==> config.mk <==
export PLATFORM = sky130hd
export DESIGN_NAME = mult_seq
export DESIGN_NICKNAME = d
export VERILOG_FILES = /design/src/rtl/mips_pkg.sv /design/src/rtl/mult_seq.sv
export SDC_FILE = /design/constraint.sdc
export NUM_CORES = 1
export LEC_CHECK = 0
export CAP_MARGIN = 20
export CORE_ASPECT_RATIO = 0.7
export CORE_UTILIZATION = 35
export CTS_CLUSTER_SIZE = 8
export DETAILED_ROUTE_END_ITERATION = 8
export GPL_TIMING_DRIVEN = 1
export HOLD_SLACK_MARGIN = 0.15
export MAX_ROUTING_LAYER = met4
export SYNTH_ARGS = -nofsm -noshare
export SYNTH_HDL_FRONTEND = slang
export SYNTH_SLANG_ARGS = --single-unit
==> constraint.sdc <==
create_clock -name clk -period 2.3 [get_ports clk]
set_clock_uncertainty 0.2 [all_clocks]
set_input_delay 0.46 -clock clk [delete_from_list [all_inputs] [get_ports clk]]
set_output_delay 0.46 -clock clk [all_outputs]
set_load 0.01 [all_outputs]
==> src/rtl/mips_pkg.sv <==
// Shared EX-stage definitions: multiply sequencer state encoding, default
// operand width and the adder carry-out reconstruction helper.
package mips_pkg;

   localparam int MIPS_WIDTH = 32;

   localparam logic [2:0] IDLE   = 3'd0;
   localparam logic [2:0] ABS_A  = 3'd1;
   localparam logic [2:0] ABS_B  = 3'd2;
   localparam logic [2:0] MUL    = 3'd3;
   localparam logic [2:0] NEG_LO = 3'd4;
   localparam logic [2:0] NEG_HI = 3'd5;

   // The shared Adder has no carry output, so rebuild it from the MSBs of
   // its operands and sum; only the top bit is needed, keeping this width-free.
   function automatic logic add_cout(input logic a_msb, input logic b_msb,
                                     input logic sum_msb);
      return (a_msb & b_msb) | ((a_msb | b_msb) & ~sum_msb);
   endfunction

endpackage

==> src/rtl/mult_seq.sv <==
// MULT/MULTU sequencer: radix-2 shift-add on an external adder, owning HI/LO
// and raising a hazard stall when MFHI/MFLO meets an in-flight multiply.
module mult_seq
   import mips_pkg::*;
#(
   parameter int WIDTH = MIPS_WIDTH
) (
   input  logic             clk,
   input  logic             rst_n,
   input  logic             start,
   input  logic             is_signed,
   input  logic [WIDTH-1:0] op_a,
   input  logic [WIDTH-1:0] op_b,
   input  logic             flush,
   input  logic             hilo_rd,
   output logic [WIDTH-1:0] add_a,
   output logic [WIDTH-1:0] add_b,
   input  logic [WIDTH-1:0] add_sum,
   output logic             busy,
   output logic             done,
   output logic             stall,
   output logic [WIDTH-1:0] hi,
   output logic [WIDTH-1:0] lo
);

   localparam int CNT_W = $clog2(WIDTH) + 1;
   localparam logic [CNT_W-1:0] CNT_LAST = CNT_W'(WIDTH - 1);
   localparam logic [WIDTH-1:0] ONE      = WIDTH'(1);

   logic [2:0]       state;
   logic [WIDTH-1:0] mcand;
   logic [WIDTH-1:0] acc;
   logic [WIDTH-1:0] mq;
   logic             neg;
   logic             sgn_a;
   logic             sgn_b;
   logic [CNT_W-1:0] cnt;
   logic             lz;
   logic             carry;

   // Handshake: start is a request taken only when IDLE and flush is low;
   // there is no ready, a request seen while busy is simply dropped.
   // done pulses for one cycle in the cycle hi/lo first show the new result.
   assign busy  = (state != IDLE);
   assign stall = hilo_rd & (busy | start);

   always_comb begin
      add_a = '0;
      add_b = '0;
      case (state)
         ABS_A: begin
            if (sgn_a) begin
               add_a = ~mcand;
               add_b = ONE;
            end else begin
               add_a = mcand;
            end
         end
         ABS_B: begin
            if (sgn_b) begin
               add_a = ~mq;
               add_b = ONE;
            end else begin
               add_a = mq;
            end
         end
         MUL: begin
            add_a = acc;
            add_b = mq[0] ? mcand : '0;
         end
         NEG_LO: begin
            if (neg) begin
               add_a = ~mq;
               add_b = ONE;
            end else begin
               add_a = mq;
            end
         end
         NEG_HI: begin
            // The low-half negation carries into the high half only when
            // the low half was zero.
            if (neg) begin
               add_a = ~acc;
               add_b = {{(WIDTH-1){1'b0}}, lz};
            end else begin
               add_a = acc;
            end
         end
         default: begin
            add_a = '0;
            add_b = '0;
         end
      endcase
      carry = add_cout(add_a[WIDTH-1], add_b[WIDTH-1], add_sum[WIDTH-1]);
   end

   always_ff @(posedge clk) begin
      if (!rst_n) begin
         state <= IDLE;
         mcand <= '0;
         acc   <= '0;
         mq    <= '0;
         neg   <= 1'b0;
         sgn_a <= 1'b0;
         sgn_b <= 1'b0;
         cnt   <= '0;
         lz    <= 1'b0;
         done  <= 1'b0;
         hi    <= '0;
         lo    <= '0;
      end else begin
         done <= 1'b0;
         if (flush) begin
            state <= IDLE;
         end else begin
            case (state)
               IDLE: begin
                  if (start) begin
                     state <= ABS_A;
                     mcand <= op_a;
                     mq    <= op_b;
                     acc   <= '0;
                     cnt   <= '0;
                     neg   <= is_signed & (op_a[WIDTH-1] ^ op_b[WIDTH-1]);
                     sgn_a <= is_signed & op_a[WIDTH-1];
                     sgn_b <= is_signed & op_b[WIDTH-1];
                  end
               end
               ABS_A: begin
                  if (sgn_a) mcand <= add_sum;
                  state <= ABS_B;
               end
               ABS_B: begin
                  if (sgn_b) mq <= add_sum;
                  state <= MUL;
               end
               MUL: begin
                  // {acc,mq} <= {carry, sum, mq} >> 1
                  acc <= {carry, add_sum[WIDTH-1:1]};
                  mq  <= {add_sum[0], mq[WIDTH-1:1]};
                  cnt <= cnt + 1'b1;
                  if (cnt == CNT_LAST) state <= NEG_LO;
               end
               NEG_LO: begin
                  lz <= (mq == '0);
                  if (neg) mq <= add_sum;
                  state <= NEG_HI;
               end
               NEG_HI: begin
                  if (neg) begin
                     acc <= add_sum;
                     hi  <= add_sum;
                  end else begin
                     hi  <= acc;
                  end
                  lo    <= mq;
                  done  <= 1'b1;
                  state <= IDLE;
               end
               default: state <= IDLE;
            endcase
         end
      end
   end

endmodule

==> impl_metrics.json <==
{
  "clock_power_share_pct": 36.7,
  "drv_slew": 0,
  "min_period_ns": 2.83,
  "path_cells": "buf_6 > buf_6 > nand2b_4 > a21oi_4 > buf_6 > clkbuf_16 > nand2_2 > o2111ai_2 > buf_2",
  "drtIter0Drc": 1256,
  "rrSetupSlack_ns": -0.31,
  "p_switching_w": 0.00230,
  "violations": "negative setup slack",
  "hold_end": "lo[15]",
  "fin_nets": 1608,
  "switching_share_pct": 29.6,
  "hpwl_um": 28800,
  "p_int_w": 0.00549,
  "pwr-share-seq_pct": 42.4,
  "ys_seq_area_share_pct": 37.5,
  "postSynthAreaPerCell_um2": 7.95,
  "cpMaxStageDelayCell": "dfxtp_2",
  "synthFlopType": "dfxtp_1",
  "die_w_um": 197,
  "hold_path_class": "register to register",
  "vias_per_cell": 6.03,
  "dpl_cell_area_um2": 12900,
  "yosys_register_bits": 174,
  "grt_max_degree": 42,
  "netlist_instances": 1168,
  "tightest_slew_ns": 0.711,
  "drive_gt1_share_pct": 34.3,
  "worst_slack_ns": -0.531,
  "wl_um": 46700,
  "die_area_um2": 27200,
  "path_clk_slew_ns": 0.07,
  "synth_area_um2": 9290,
  "cts_max_level": 4,
  "cts_tree": "done",
  "finalSetupViolCount": 136,
  "rr_endpoint": "acc[6]",
  "yosysWarnings": 0,
  "critPathCaptureType": "output pin",
  "grt_use_total_pct": 33.2,
  "grt_overflow": 0,
  "area_growth_pct": 73.9,
  "reg2reg_from": "state[1]",
  "critPathMostFrequentCell": "buf_6",
  "vias": 11300,
  "hold_start": "lo[15]",
  "antenna_found_initial": 1,
  "dr.pass1.iters": 6,
  "reg2reg_depth": 10,
  "max_stage_delay_ns": 0.35,
  "start_util_pct": 35.9,
  "clock_latency_ns": 0.45,
  "io_buffer_count": 232,
  "required_ns": 1.64,
  "wl_per_cell_um": 24.9,
  "power.total_w": 0.00779,
  "synth_area_leaders": "dfxtp_1, nand2_1, mux2i_1",
  "rsz0062_at_grt": "true",
  "slew_headroom_pct": 52.1,
  "power_density_nw_per_um2": 483,
  "holdPathStages": 2,
  "fmax_mhz": 353,
  "p_leak_nw": 6.19,
  "yosysTopAreaCell": "dfxtp_1",
  "crit_type": "register to output pin",
  "dieHeight_um": 138,
  "drc": 0,
  "rows": 49,
  "numCtsBuffers": 17,
  "coreArea_um2": 25900,
  "cp.arrival_ns": 2.17,
  "design_area_um2": 16100,
  "root_buffer": "clkbuf_16",
  "cp_max_fo": 5,
  "start_kind": "register",
  "syn-num-nets": 1271,
  "synth_edf_count": 0,
  "grt_pass1_vias": 10200,
  "cts.sinks": 174,
  "maxCapViolCount": 0,
  "ios": 233,
  "hold_viol": 0,
  "ir_worst_vdd_uv": 530,
  "clock_path_buffers": 2,
  "pwr-share-comb_pct": 20.9,
  "min_period_over_period_pct": 123,
  "async_flop_share_pct": 0,
  "synth_top_area_share_pct": 37.5,
  "outcome": "finished with violations",
  "ys_types": 53,
  "hold_buffers": 0,
  "place.gp.congestion": 0.978,
  "grt_first_pass_wirelength_um": 66000,
  "ant_nets": 0
}
## power groups by stage
| stage | Combinational [W] | Sequential (W) | Clock [W] |
|---|---|---|---|
| floorplan | 0.000551 | 0.00330 | 0 |
| global placement | 0.00118 | 0.00334 | 0 |
| detailed placement | 0.00118 | 0.00334 | 0 |
| CTS | 0.00140 | 0.00328 | 0.00287 |
| global route | 0.00168 | 0.00332 | 0.00300 |
| finish | 0.00163 | 0.00331 | 0.00286 |
## cell families after synthesis
logic type,synth area share (%)
AOI/OAI and AO/OA,26.5
muxes,7.57
xor gates and xnor gates,3.77
DFF,37.5
adders and majority gates,0.135
buffers and inverters,6.80
and+or+nand+nor,17.7
## critical path, delay by kind of cell (launching register included)
family	cells	cell delay, ns
AO/OA/AOI/OAI	2	0.42
buffers and inverters	5	0.74
flip-flops	1	0.35
AND/OR/NAND/NOR	2	0.22
## per-stage QoR
stage	cells	util [%]	hold WS (ns)	setup slack [ns]	setup TNS [ns]
3_3_place_gp	1769	50.0	0.243	-0.463	-37.98
5_1_grt	1875	62.4	0.276	-0.578	-39.45
3_5_place_dp	1769	50.0	0.248	-0.466	-39.78
4_1_cts	1857	57.0	0.256	-0.494	-30.46
2_1_floorplan	1168	-	0.250	0.0269	0
6_report	1875	62.4	0.255	-0.531	-34.40
## worst max-delay path by stage
stage | startpoint | to | slack (ns)
finish | state[2] | add_a[1] | -0.53
global placement | state[1] | add_a[16] | -0.46
detailed placement | state[1] | add_a[16] | -0.47
floorplan | state[2] | add_a[0] | 0.03
CTS | state[1] | add_a[23] | -0.49
global route | state[2] | add_a[18] | -0.58
## state kept, by name (all words and copies together) (netlist names)
| name | flops |
|---|---|
| acc | 32 |
| cnt | 6 |
| done | 1 |
| hi | 32 |
| lo | 32 |
| lz | 1 |
| mcand | 32 |
| mq | 32 |
| neg | 1 |
| sgn_a | 1 |
| sgn_b | 1 |
| state | 3 |
## final cells by class
class                   count  area (um2)
diodes                      1        2.50
clock buffers              26         489
clock inverters             5        57.6
fillers                  2157        9730
inverters                  32         123
multi-input cells         840        6670
flip-flops and latches    174        3490
well taps                 357         447
repair buffers            440        4860
## layout by cell type (no fill, tap or decap), drive strengths merged, types with 2 or more instances in the layout
cell / synthesis / final
or3: 3 / 3
a311oi: 32 / 32
o21a: 2 / 2
a2bb2oi: 2 / 2
nor2: 51 / 51
clkinvlp: 0 / 3
mux2: 2 / 2
buf: 37 / 270
and2: 2 / 2
a32oi: 33 / 33
nand3b: 4 / 4
xnor2: 5 / 5
clkbuf: 85 / 30
and3: 32 / 32
o221ai: 3 / 3
nand3: 6 / 6
o211a: 4 / 4
dfxtp: 174 / 174
o2111ai: 31 / 31
inv: 32 / 32
o211ai: 2 / 2
o21ai: 35 / 35
nor4: 9 / 9
nor3b: 4 / 4
a221oi: 27 / 27
mux2i: 68 / 68
a21oi: 106 / 106
nand4: 3 / 3
clkdlybuf4s50: 0 / 166
xor2: 35 / 35
nand2b: 9 / 9
and3b: 2 / 2
a211oi: 64 / 64
nand2: 249 / 249
## timing repair
item | in CTS | in global routing
endpoints found under the setup margin | 130 | 218
cloned | 20 | 4
pin swaps | 44 | 93
resized for setup | 410 | 260
setup buffers | 37 | 31
## per-layer routing
layer	routed length (um)	track usage (%)
met1	20600	48.4
met2	19800	45.9
met3	5050	7.90
met4	1150	7.18
met5	0	-
## cell usage after synthesis (2+ instances only)
master / n
nand3b_1: 4
nor2_1: 51
clkbuf_1: 85
o21a_1: 2
a21oi_1: 105
or3_1: 3
dfxtp_1: 174
inv_1: 30
and3b_1: 2
nand2b_1: 9
nand4_1: 3
buf_2: 25
a221oi_1: 27
buf_1: 9
xor2_1: 35
nor3b_1: 4
a32oi_1: 33
nand3_1: 6
nor4_1: 9
mux2i_1: 68
nand2_1: 249
xnor2_1: 5
o21ai_0: 34
mux2_2: 2
a2bb2oi_1: 2
o211a_1: 4
o221ai_1: 3
and3_1: 32
o211ai_1: 2
buf_6: 3
a311oi_1: 32
inv_2: 2
o2111ai_1: 31
a211oi_1: 64
No activity file was read; power rests on OpenSTA's default activity.
